`src/rtl/cpu_pkg.sv`:
```
// Shared encodings for the fetch/decode stage: opcodes, functs, ALU codes,
// branch types, FSM states and the packed control bundle.
package cpu_pkg;

  localparam logic [5:0] OP_RTYPE = 6'h00;
  localparam logic [5:0] OP_BEQ   = 6'h04;
  localparam logic [5:0] OP_BNE   = 6'h05;
  localparam logic [5:0] OP_BGTZ  = 6'h07;
  localparam logic [5:0] OP_ADDI  = 6'h08;
  localparam logic [5:0] OP_ADDIU = 6'h09;
  localparam logic [5:0] OP_ORI   = 6'h0D;
  localparam logic [5:0] OP_LW    = 6'h23;
  localparam logic [5:0] OP_SW    = 6'h2B;

  localparam logic [5:0] F_SLL    = 6'h00;
  localparam logic [5:0] F_ADD    = 6'h20;
  localparam logic [5:0] F_ADDU   = 6'h21;
  localparam logic [5:0] F_SUB    = 6'h22;
  localparam logic [5:0] F_SUBU   = 6'h23;
  localparam logic [5:0] F_AND    = 6'h24;
  localparam logic [5:0] F_OR     = 6'h25;
  localparam logic [5:0] F_SLT    = 6'h2A;
  localparam logic [5:0] F_SLTU   = 6'h2B;

  localparam logic [3:0] ALU_AND  = 4'b0000;
  localparam logic [3:0] ALU_OR   = 4'b0001;
  localparam logic [3:0] ALU_ADD  = 4'b0010;
  localparam logic [3:0] ALU_SLL  = 4'b0011;
  localparam logic [3:0] ALU_SUB  = 4'b0110;
  localparam logic [3:0] ALU_SLT  = 4'b0111;
  localparam logic [3:0] ALU_SLTU = 4'b1111;

  typedef enum logic [1:0] {
    BR_NONE = 2'b00,
    BR_BEQ  = 2'b01,
    BR_BNE  = 2'b10,
    BR_BGTZ = 2'b11
  } br_type_e;

  typedef enum logic {
    ST_RUN    = 1'b0,
    ST_SQUASH = 1'b1
  } state_e;

  typedef struct packed {
    logic       reg_dst;
    logic       alu_src;
    logic       ext_op;
    logic [3:0] alu_ctr;
    logic       mem_to_reg;
    logic       mem_wr;
    logic       reg_wr;
    br_type_e   br_type;
    logic       illegal;
  } ctrl_t;

  localparam ctrl_t CTRL_ZERO = '{reg_dst: 1'b0, alu_src: 1'b0, ext_op: 1'b0,
                                  alu_ctr: 4'b0000, mem_to_reg: 1'b0, mem_wr: 1'b0,
                                  reg_wr: 1'b0, br_type: BR_NONE, illegal: 1'b0};

  localparam ctrl_t CTRL_ILLEGAL = '{reg_dst: 1'b0, alu_src: 1'b0, ext_op: 1'b0,
                                     alu_ctr: 4'b0000, mem_to_reg: 1'b0, mem_wr: 1'b0,
                                     reg_wr: 1'b0, br_type: BR_NONE, illegal: 1'b1};

endpackage

```
`src/rtl/ctrl_decode.sv`:
```
// Combinational opcode/funct to control-bundle mapping; writes to register 0
// are suppressed so that all-zero words behave as NOPs.
module ctrl_decode
  import cpu_pkg::*;
(
  input  logic [5:0] i_opcode,
  input  logic [5:0] i_funct,
  input  logic [4:0] i_rt,
  input  logic [4:0] i_rd,
  output ctrl_t      o_ctrl
);

  ctrl_t      w_raw;
  logic [4:0] w_dest;

  always_comb begin
    // NOTE: every field defaults first so no path through the cases infers a latch.
    w_raw = CTRL_ZERO;
    case (i_opcode)
      OP_RTYPE: begin
        w_raw.reg_dst = 1'b1;
        w_raw.reg_wr  = 1'b1;
        case (i_funct)
          F_ADD, F_ADDU: w_raw.alu_ctr = ALU_ADD;
          F_SUB, F_SUBU: w_raw.alu_ctr = ALU_SUB;
          F_AND:         w_raw.alu_ctr = ALU_AND;
          F_OR:          w_raw.alu_ctr = ALU_OR;
          F_SLT:         w_raw.alu_ctr = ALU_SLT;
          F_SLTU:        w_raw.alu_ctr = ALU_SLTU;
          F_SLL:         w_raw.alu_ctr = ALU_SLL;
          default:       w_raw = CTRL_ILLEGAL;
        endcase
      end
      OP_ADDI, OP_ADDIU: begin
        w_raw.alu_src = 1'b1;
        w_raw.ext_op  = 1'b1;
        w_raw.reg_wr  = 1'b1;
        w_raw.alu_ctr = ALU_ADD;
      end
      OP_ORI: begin
        w_raw.alu_src = 1'b1;
        w_raw.reg_wr  = 1'b1;
        w_raw.alu_ctr = ALU_OR;
      end
      OP_LW: begin
        w_raw.alu_src    = 1'b1;
        w_raw.ext_op     = 1'b1;
        w_raw.mem_to_reg = 1'b1;
        w_raw.reg_wr     = 1'b1;
        w_raw.alu_ctr    = ALU_ADD;
      end
      OP_SW: begin
        w_raw.alu_src = 1'b1;
        w_raw.ext_op  = 1'b1;
        w_raw.mem_wr  = 1'b1;
        w_raw.alu_ctr = ALU_ADD;
      end
      OP_BEQ, OP_BNE, OP_BGTZ: begin
        w_raw.ext_op  = 1'b1;
        w_raw.alu_ctr = ALU_SUB;
        w_raw.br_type = (i_opcode == OP_BEQ) ? BR_BEQ :
                        (i_opcode == OP_BNE) ? BR_BNE : BR_BGTZ;
      end
      default: w_raw = CTRL_ILLEGAL;
    endcase
  end

  assign w_dest = w_raw.reg_dst ? i_rd : i_rt;

  always_comb begin
    o_ctrl = w_raw;
    if (w_dest == 5'd0) o_ctrl.reg_wr = 1'b0;
  end

endmodule

```
`src/rtl/if_id_decode.sv`:
```
// IF/ID stage: registers the fetched word, decodes controls, squashes the branch
// shadow and counts decoded instructions. ILLEGAL_TRAP_EN makes illegal sticky.
module if_id_decode
  import cpu_pkg::*;
#(
  parameter logic SQUASH_BR = 1'b1,
  parameter int   CNT_W     = 16
) (
  input  logic             clk,
  input  logic             rst_n,
  input  logic [31:0]      inst,
  input  logic             inst_valid,
  input  logic             stall,
  input  logic             flush,
  output logic             valid,
  output logic [5:0]       opcode,
  output logic [4:0]       rs,
  output logic [4:0]       rt,
  output logic [4:0]       rd,
  output logic [4:0]       shamt,
  output logic [5:0]       funct,
  output logic [15:0]      imm16,
  output logic             reg_dst,
  output logic             alu_src,
  output logic             ext_op,
  output logic [3:0]       alu_ctr,
  output logic             mem_to_reg,
  output logic             mem_wr,
  output logic             reg_wr,
  output logic [1:0]       br_type,
  output logic             pc_sel,
  output logic             illegal,
  output logic [CNT_W-1:0] dec_count
);

  state_e           r_state;
  logic [31:0]      r_inst;
  logic             r_valid;
  ctrl_t            r_ctrl;
  logic             r_pc_sel;
  logic [CNT_W-1:0] r_count;
  ctrl_t            w_ctrl;
  logic             w_trap;
  logic             w_accept;

  ctrl_decode u_ctrl_decode (
    .i_opcode (inst[31:26]),
    .i_funct  (inst[5:0]),
    .i_rt     (inst[20:16]),
    .i_rd     (inst[15:11]),
    .o_ctrl   (w_ctrl)
  );

  assign w_accept = inst_valid && !stall && !flush;

  always_ff @(posedge clk) begin
    // NOTE: sequential state uses non-blocking assignments and a reset sampled on the edge.
    if (!rst_n) begin
      r_state  <= ST_RUN;
      r_inst   <= '0;
      r_valid  <= 1'b0;
      r_ctrl   <= CTRL_ZERO;
      r_pc_sel <= 1'b0;
      r_count  <= '0;
    end else if (flush || w_trap) begin
      r_state  <= ST_RUN;
      r_valid  <= 1'b0;
      r_ctrl   <= CTRL_ZERO;
      r_pc_sel <= 1'b0;
    end else if (!stall) begin
      r_inst <= inst;
      if (inst_valid && r_state == ST_SQUASH) begin
        // Branch shadow: the word is dropped and never counted.
        r_state  <= ST_RUN;
        r_valid  <= 1'b0;
        r_ctrl   <= CTRL_ZERO;
        r_pc_sel <= 1'b0;
      end else if (inst_valid) begin
        r_valid  <= 1'b1;
        r_ctrl   <= w_ctrl;
        r_pc_sel <= (w_ctrl.br_type != BR_NONE);
        r_count  <= r_count + CNT_W'(1);
        if (SQUASH_BR && w_ctrl.br_type != BR_NONE) r_state <= ST_SQUASH;
      end else begin
        r_valid  <= 1'b0;
        r_ctrl   <= CTRL_ZERO;
        r_pc_sel <= 1'b0;
      end
    end
  end

`ifdef ILLEGAL_TRAP_EN
  logic r_trap;

  always_ff @(posedge clk) begin
    if (!rst_n) begin
      r_trap <= 1'b0;
    end else if (w_accept && r_state == ST_RUN && w_ctrl.illegal) begin
      r_trap <= 1'b1;
    end
  end

  assign w_trap  = r_trap;
  assign illegal = r_ctrl.illegal | r_trap;
`else
  assign w_trap  = 1'b0;
  assign illegal = r_ctrl.illegal;
`endif

  assign valid      = r_valid;
  assign opcode     = r_inst[31:26];
  assign rs         = r_inst[25:21];
  assign rt         = r_inst[20:16];
  assign rd         = r_inst[15:11];
  assign shamt      = r_inst[10:6];
  assign funct      = r_inst[5:0];
  assign imm16      = r_inst[15:0];
  assign reg_dst    = r_ctrl.reg_dst;
  assign alu_src    = r_ctrl.alu_src;
  assign ext_op     = r_ctrl.ext_op;
  assign alu_ctr    = r_ctrl.alu_ctr;
  assign mem_to_reg = r_ctrl.mem_to_reg;
  assign mem_wr     = r_ctrl.mem_wr;
  assign reg_wr     = r_ctrl.reg_wr;
  assign br_type    = r_ctrl.br_type;
  assign pc_sel     = r_pc_sel;
  assign dec_count  = r_count;

endmodule

```
`config.mk`:
```
export PLATFORM = sky130hd
export DESIGN_NAME = if_id_decode
export DESIGN_NICKNAME = d
export VERILOG_FILES = /design/src/rtl/cpu_pkg.sv /design/src/rtl/ctrl_decode.sv /design/src/rtl/if_id_decode.sv
export SDC_FILE = /design/constraint.sdc
export NUM_CORES = 1
export LEC_CHECK = 0
export BUFFER_PORTS_ARGS = -buffer_cell sky130_fd_sc_hd__buf_2
export CAP_MARGIN = 20
export CORE_ASPECT_RATIO = 1.2
export CORE_MARGIN = 3
export CORE_UTILIZATION = 48
export DETAILED_ROUTE_END_ITERATION = 6
export PLACE_DENSITY = 0.82
export SETUP_SLACK_MARGIN = 0.4
export SLEW_MARGIN = 20
export SYNTH_ARGS = -nofsm -noshare
export SYNTH_HDL_FRONTEND = slang
export SYNTH_HIERARCHICAL = 1
export SYNTH_SLANG_ARGS = --single-unit
```
`constraint.sdc`:
```
create_clock -name clk -period 3.1 [get_ports clk]
set_clock_uncertainty 0.15 [all_clocks]
set_input_delay 0 -clock clk [delete_from_list [all_inputs] [get_ports clk]]
set_output_delay 0 -clock clk [all_outputs]
set_load 0.01 [all_outputs]
```
# Word-level counts from Yosys, hierarchy flattened
# Cells that the tools add are included.
# word_totals
register_bits	64
in_bits	37
word_cells	80
# classes
add_sub_neg	1
n_eq_ne	16
mux	25
n_bitwise	4
reduce_logical	20
# op_table
cell	count
== test 6 bit, second input constant	10
2-to-1 mux 13 bit	2
case mux 4 bit (6 select lines)	1
== test 6 x 3 -> 1 bit, second input constant	3
== test 6 x 4 -> 1 bit, second input constant	3
adder 16 x 1 -> 16 bit, second input constant	1
case mux 4 bit (4 select lines)	1
zero test 6 bit	2
case mux 1 bit (2 select lines)	6
2-to-1 mux 1 bit	10
OR reduction 9 bit	1
OR reduction 4 bit	2
OR reduction 8 bit	1
OR reduction 7 bit	1
nonzero test 2 bit	3
OR reduction 2 bit	3
zero test 5 bit	1
2-to-1 mux 5 bit	1
OR reduction 5 bit	1
2-to-1 mux 4 bit	1
inverter 1 bit	4
case mux 2 bit (2 select lines)	1
AND reduction 4 bit	1
2-to-1 mux 3 bit	1
other kinds (5)	5

# Depth between registers and ports, before layout
# Gate-level depths: netlist of run 1.
# logic_depth
ltp_word	9
depth_mapped	7

# Hierarchy
# The synthesis of run 1 kept the hierarchy.
# modules_own_cells
module	n_inst	cells_per_inst	area_per_inst_um2
if_id_decode	1	301	2479.9
ctrl_decode	1	51	311.5

# Worst setup path after synthesis of run 1
# No wires, ideal clock.
# synth_path
path_type	reg2reg
startpoint	register r_count[3] (netlist: dec_count[3])
endpoint	register r_count[15] (netlist: dec_count[15])
setup_ns	0.070
arrival_ns	1.910
required_ns	2.880
setup_slack_ns	0.969
path_stages_with_launch	6
cell_sequence	dfxtp_1 -> nand4_1 -> or4_1 -> clkbuf_1 -> or4_1 -> a21oi_1
# synth_between
elab_chain_cells	1
# synth_lines
element	line	source
start, declared	if_id_decode.sv:41	logic [CNT_W-1:0] r_count;
start signal, assigned	if_id_decode.sv:82	r_count <= r_count + CNT_W'(1);
adder 16 x 1 -> 16 bit	if_id_decode.sv:82	
# Every way passes these cells.
# A chain may end at the register's enable or synchronous reset.

# Final worst setup path of run 1
# layout_path
startpoint	input port stall
endpoint	register r_count[15] (netlist: dec_count[15])
# layout_between
elab_chain_cells	2
# layout_lines
element	line	source
start, declared	if_id_decode.sv:13	input logic stall,
inverter 1 bit (no line)	--	
AND reduction 4 bit (no line)	--	
# Every way passes these cells.

==> results.py, run 1 <==
metrics = {
    "sta": {
        "relSlewSlack_pct": 51.2,
        "fmax_mhz": 417,
        "tns_ps": 0,
        "drv_slew": 0,
        "setup_viol": 0,
        "hold_violations": 0,
        "fin_ws_ps": 705,
        "period_needed_ps": 2400,
        "tightest_slew_ps": 732,
        "min_period_over_period_pct": 77.3,
        "rsz0062_at_grt": "no",
    },
    "yosys": {
        "synthFlopType": "dfxtp_1",
        "synth_top_family_by_area": "simple AND/OR/NAND/NOR gates",
        "ys_top_cells_by_count": "79 x nand2_1, 64 x dfxtp_1, 42 x a21oi_1",
        "synth-seq-cells": 64,
        "async_flop_share_pct": 0,
        "synth-edff-count": 0,
        "synth_fp_nets": 390,
        "yosysSeqAreaShare_pct": 45.9,
        "synth_cell_types": 39,
        "synth_mux_area_share_pct": 0,
        "synth_area_um2": 2790,
        "syn-instance-count": 352,
        "synth_area_leaders": "dfxtp_1 46%, nand2_1 11%, a21oi_1 7.5%",
        "synth.most_common_cell": "nand2_1",
        "yosysTopAreaCell": "dfxtp_1",
        "synth_top_cell_area_share_pct": 45.9,
        "synthAdderAreaFrac_pct": 0.448,
        "synth-compound-area-share_pct": 15.3,
        "yosys_warnings": 6,
        "yosys.area_share.simple_pct": 25.9,
        "avgSynthCellArea_um2": 7.93,
        "synth-xor-area-share_pct": 4.08,
    },
    "routing": {
        "routed_via_density": 5.22,
        "drc": 0,
        "dr_total_vias": 2852,
        "drtIter0Drc": 185,
        "wl_per_cell_um": 14.0,
        "wl_um": 7650,
        "drtAntennaViolNets": 0,
        "dr.pass1.iters": 4,
    },
    "final_layout": {
        "final_nets": 517,
        "fill_cells": 434,
        "largest-register": "r_inst",
        "drive_above_1_share_pct": 29.5,
        "multi_input_comb_area_um2": 1280,
        "largest_reg_flops": 32,
        "syn2layout_area_growth_pct": 37.3,
        "seq_area_um2": 1280,
        "n_antenna_cell": 0,
    },
    "floorplanning": {
        "start_util_pct": 51.3,
        "rows": 29,
        "core_um2": 5440,
        "dieArea_um2": 6770,
        "die_y_um": 89.5,
        "fp.dieW_um": 75.6,
        "num_io_pins": 116,
    },
    "clocking": {
        "htreeDepth": 3,
        "cts_tree": "yes",
        "clock-sinks": 64,
        "clk_root_buffer_cell": "clkbuf_8",
        "clock_path_buffers": 2,
        "cts_buffers": 9,
        "holdBufCountCts": 34,
        "cts_setup_buffers": 0,
        "clk_latency_ps": 340,
        "ctsResizeCount": 0,
        "path_clk_slew_ps": 70,
    },
    "place": {
        "dpl_worst_slack_ps": 879,
        "post-dp-hpwl_um": 5060,
        "io_buffers": 115,
        "gp_congestion": 0.882,
    },
    "grt": {
        "first_global_vias": 2544,
        "gr-usage-all-layers_pct": 23.0,
        "antenna_found_initial": 0,
        "grt-ovfl-total": 0,
        "grt_max_degree": 33,
        "grt_pass1_wl_um": 11800,
    },
    "run": {
        "cap_violations": 0,
    },
    "worst_setup_path": {
        "critPathCaptureType": "register",
        "ff2ff_setup_slack_ps": 830,
        "crit_fanout": 20,
        "critPathLaunchType": "input pin",
        "worstRegToRegCells": 4,
        "crit_required_ps": 3210,
        "worstSetupPathType": "in -> reg",
        "worstPathArrival_ps": 2500,
    },
    "outcome": {
        "status": "finished, final reports clean",
    },
    "power": {
        "peakVddDrop_mv": 0.312,
        "power_density_nw_per_um2": 483,
        "leakage_nw": 1.70,
    },
    "hold_path": {
        "holdPathStages": 5,
        "holdCritPathClass": "in -> reg",
    },
}
[layer usage]
layer	routed length, µm	global-route usage (%)	vias up
met5	0	0	-
met4	267	12.7	0
met3	459	4.27	26
met2	3770	39.4	120
met1	3150	26.6	1277
li1	-	-	1429
[worst max-delay path, cell delays in order]
cell           delay, ps
dlygate4sd3_1        540
buf_2                230
or4b_1               710
or2_1                380
or4_1                490
a21oi_1              140
[final timing paths]
check	from	endpoint
setup / recovery	stall	dec_count[15]
hold reg to reg	r_inst[30]	r_inst[30]
hold / removal	flush	dec_count[1]
setup reg to reg	dec_count[3]	dec_count[15]
[metrics by stage]
step	total power [mW]	std cells	utilization [%]	cell area [µm²]	hold slack, ps
3_5_place_dp	1.05	496	60.1	3270	96.9
2_1_floorplan	0.978	352	-	2790	-14.0
3_3_place_gp	1.04	496	60.1	3270	90.9
4_1_cts	1.87	546	70.4	3830	5.44
5_1_grt	1.93	546	70.4	3830	79.5
6_report	1.85	546	70.4	3830	20.1
[placed cells by master (no fill, tap or decap), types with 6 or more instances in the layout]
cell type / Yosys / routed
buf_2: 2 / 115
nor2_1: 34 / 33
nand2_1: 79 / 79
clkbuf_8: 0 / 10
xnor2_1: 9 / 9
dfxtp_1: 64 / 64
nand3_1: 7 / 7
a22oi_1: 14 / 14
a21oi_1: 42 / 42
dlygate4sd3_1: 0 / 34
nor4_1: 6 / 6
nor3_1: 10 / 10
inv_1: 7 / 7
[kinds of logic (layout without fill, tap and decap cells)]
kind of cell / Yosys count / count (layout)
compound gates: 70 / 70
xor+xnor: 13 / 13
fa+ha+maj: 1 / 1
buf+inv: 44 / 176
flops: 64 / 64
simple gates: 160 / 160
[report_power, final]
| group | total, mW | leakage [nW] | internal (mW) | switching [mW] |
|---|---|---|---|---|
| Sequential | 0.857 | 0.520 | 0.844 | 0.0133 |
| Clock | 0.788 | 0.106 | 0.473 | 0.315 |
| Combinational | 0.208 | 1.07 | 0.0942 | 0.113 |
[area by class of cell]
cell class                 count  area share, %
multi-input combinational    244           33.4
clock buffer                  11           3.69
inverter                       7          0.686
tap                           62           2.02
timing repair buffer         153           24.7
clock inverter                 5           2.09
sequential                    64           33.4
Power figures use the tool's default switching activity.
==> run 2, diff against run 1 <==
--- a/config.mk
+++ b/config.mk
@@ -9,9 +9,9 @@
 export CAP_MARGIN = 20
 export CORE_ASPECT_RATIO = 1.2
 export CORE_MARGIN = 3
-export CORE_UTILIZATION = 48
+export CORE_UTILIZATION = 43
 export DETAILED_ROUTE_END_ITERATION = 6
-export PLACE_DENSITY = 0.82
+export PLACE_DENSITY = 0.78
 export SETUP_SLACK_MARGIN = 0.4
 export SLEW_MARGIN = 20
 export SYNTH_ARGS = -nofsm -noshare
==> constraint.sdc (replaced) <==
create_clock -name clk -period 2.13 [get_ports clk]
set_clock_uncertainty 0.15 [all_clocks]
set_input_delay 0 -clock clk [delete_from_list [all_inputs] [get_ports clk]]
set_output_delay 0 -clock clk [all_outputs]
set_load 0.01 [all_outputs]
==> run 2 against run 1 <==
  * Setup slack got worse by 540 ps
  * Routed wire length increased by 11%
  * Non-clock buffer count increased by 14
  * Register-to-register slack worse by 670 ps
==> results.py, run 2 (same netlist as run 1, synthesis figures left out) <==
metrics = {
    "final_layout": {
        "drive_above_1_share_pct": 35.7,
        "seq_area_um2": 1290,
        "final_cell_mix": "114 x buf_2, 79 x nand2_1, 58 x dfxtp_1",
        "multi_input_comb_area_um2": 1440,
        "layout_commonest_cell": "buf_2",
        "largest_reg_flops": 32,
        "syn2layout_area_growth_pct": 46.8,
        "fill_cells": 501,
        "largest-register": "r_inst",
        "n_antenna_cell": 0,
        "final_nets": 531,
    },
    "worst_setup_path": {
        "ff2ff_setup_slack_ps": 160,
        "r2r-end": "dec_count[15]",
        "worstPathArrival_ps": 2100,
        "crit_required_ps": 2260,
        "path_common_cell": "or4_4",
        "slowest_stage": "or4_4",
        "crit_fanout": 5,
        "critPathLaunchType": "register",
        "cp-startpoint": "dec_count[3]",
        "worstRegToRegCells": 4,
        "critPathCaptureType": "register",
        "slowest_delay_ps": 600,
        "cp_cell_sequence": "nand4_1 > or4_4 > or4_4 > a21oi_2",
        "crit_end": "dec_count[15]",
        "worstSetupPathType": "reg -> reg",
        "rr_startpoint": "dec_count[3]",
    },
    "sta": {
        "period_needed_ps": 1970,
        "relSlewSlack_pct": 57.9,
        "fmax_mhz": 508,
        "min_period_over_period_pct": 92.5,
        "fin_ws_ps": 160,
        "tightest_slew_ps": 631,
        "tns_ps": 0,
        "hold_violations": 0,
        "drv_slew": 0,
        "setup_viol": 0,
        "rsz0062_at_grt": "yes",
    },
    "run": {
        "cap_violations": 0,
    },
    "routing": {
        "drc": 0,
        "drtAntennaViolNets": 0,
        "met1_length_um": 3280,
        "drtIter0Drc": 111,
        "dr_total_vias": 3006,
        "highest_layer": "met4",
        "route.met3.wl_um": 550,
        "dr.pass1.iters": 5,
        "routed_via_density": 5.18,
        "dr_wl_met2_um": 4340,
        "wl_per_cell_um": 14.6,
        "wl_um": 8460,
    },
    "place": {
        "io_buffers": 115,
        "post-dp-hpwl_um": 5410,
        "gp_congestion": 0.887,
        "dpl_worst_slack_ps": 135,
    },
    "clocking": {
        "htreeDepth": 3,
        "path_clk_slew_ps": 70,
        "clk_root_buffer_cell": "clkbuf_8",
        "clk_latency_ps": 340,
        "cts_tree": "yes",
        "clock-sinks": 64,
        "cts_buffers": 9,
        "clock_path_buffers": 2,
    },
    "grt": {
        "antenna_found_initial": 0,
        "gr-usage-all-layers_pct": 22.0,
        "grt_pass1_wl_um": 12900,
        "first_global_vias": 2772,
        "grt-ovfl-total": 0,
        "grt_max_degree": 33,
    },
    "hold_path": {
        "hold_start": "rst_n",
        "holdCritPathClass": "in -> reg",
    },
    "power": {
        "p_clk_share_pct": 36.4,
        "power_density_nw_per_um2": 602,
        "leakage_nw": 1.86,
        "p_comb_share_pct": 13.1,
        "p_seq_share_pct": 50.5,
        "switching_share_pct": 26.0,
        "peakVddDrop_mv": 0.420,
        "internal_power_mw": 1.83,
        "switchingPower_mw": 0.641,
    },
    "floorplanning": {
        "die_y_um": 94.3,
        "num_io_pins": 116,
        "dieArea_um2": 7500,
        "rows": 31,
        "start_util_pct": 45.3,
        "fp.dieW_um": 79.6,
        "core_um2": 6170,
    },
    "outcome": {
        "status": "finished, final reports clean",
    },
}
[run 2: cell types whose count changed in the layout (fill, tap and decap cells not counted), moves of 3 or more]
| cell | change |
|---|---|
| a21oi_1 | -3 |
| buf_4 | +11 |
| dfxtp_1 | -6 |
| dfxtp_2 | +4 |
| nor3_1 | -4 |
| nor4_1 | -4 |
| nor4_4 | +4 |
| or4_1 | -3 |
| or4_4 | +3 |
[run 2: metal layers]
layer	vias to the layer above	global-route usage [%]
met5	-	0
met4	0	13.2
met3	24	3.84
met2	124	38.6
met1	1407	24.5
li1	1451	-
[run 2: repair_timing]
| item | CTS | global route |
|---|---|---|
| hold buffers | 35 | 0 |
| setup buffers | 5 | 4 |
| resized for setup | 16 | 18 |
| endpoints found under the hold margin | 38 | 0 |
| setup endpoints to repair | 9 | 13 |
| pin swaps | 5 | 14 |
[run 2: layout make-up]
type	instances	area share [%]
Timing Repair Buffer	167	26.2
Sequential cell	64	31.6
Clock inverter	3	0.428
Tap cell	82	2.50
Clock buffer	13	3.63
Multi-Input combinational cell	244	35.0
Inverter	7	0.641
[run 2: worst min-delay path by stage]
stage / slack (ps) / cells after the start / to
CTS: 8 / 4 / dec_count[4]
floorplan: -10 / 2 / r_inst[16]
global route: 40 / 5 / dec_count[14]
detailed placement: 100 / 3 / r_inst[7]
finish: 7 / 4 / dec_count[9]
global placement: 90 / 3 / r_inst[22]
[run 2: metrics by stage]
stage,power (mW),cell area (µm²),cells,hold slack (ps),util (%)
after detailed placement,1.53,3340,520,95.9,54.1
after CTS,2.47,3980,576,8.40,64.5
after global routing,2.56,4100,580,41.8,66.4
after global placement,1.52,3340,520,92.1,54.1
after floorplan,1.42,2810,352,-14.0,-
final,2.47,4100,580,6.51,66.4
[run 2: critical path, delay by kind of cell (launching register included)]
kind | cells | cell delay [ps]
simple gates | 3 | 1280
flops | 1 | 350
compound gates | 1 | 120
[run 2: power groups by stage]
stage | Sequential, mW | Combinational (mW) | Clock [mW]
2_1_floorplan | 1.28 | 0.138 | 0
3_3_place_gp | 1.27 | 0.252 | 0
3_5_place_dp | 1.27 | 0.257 | 0
4_1_cts | 1.24 | 0.312 | 0.917
5_1_grt | 1.25 | 0.355 | 0.958
6_report | 1.25 | 0.324 | 0.897
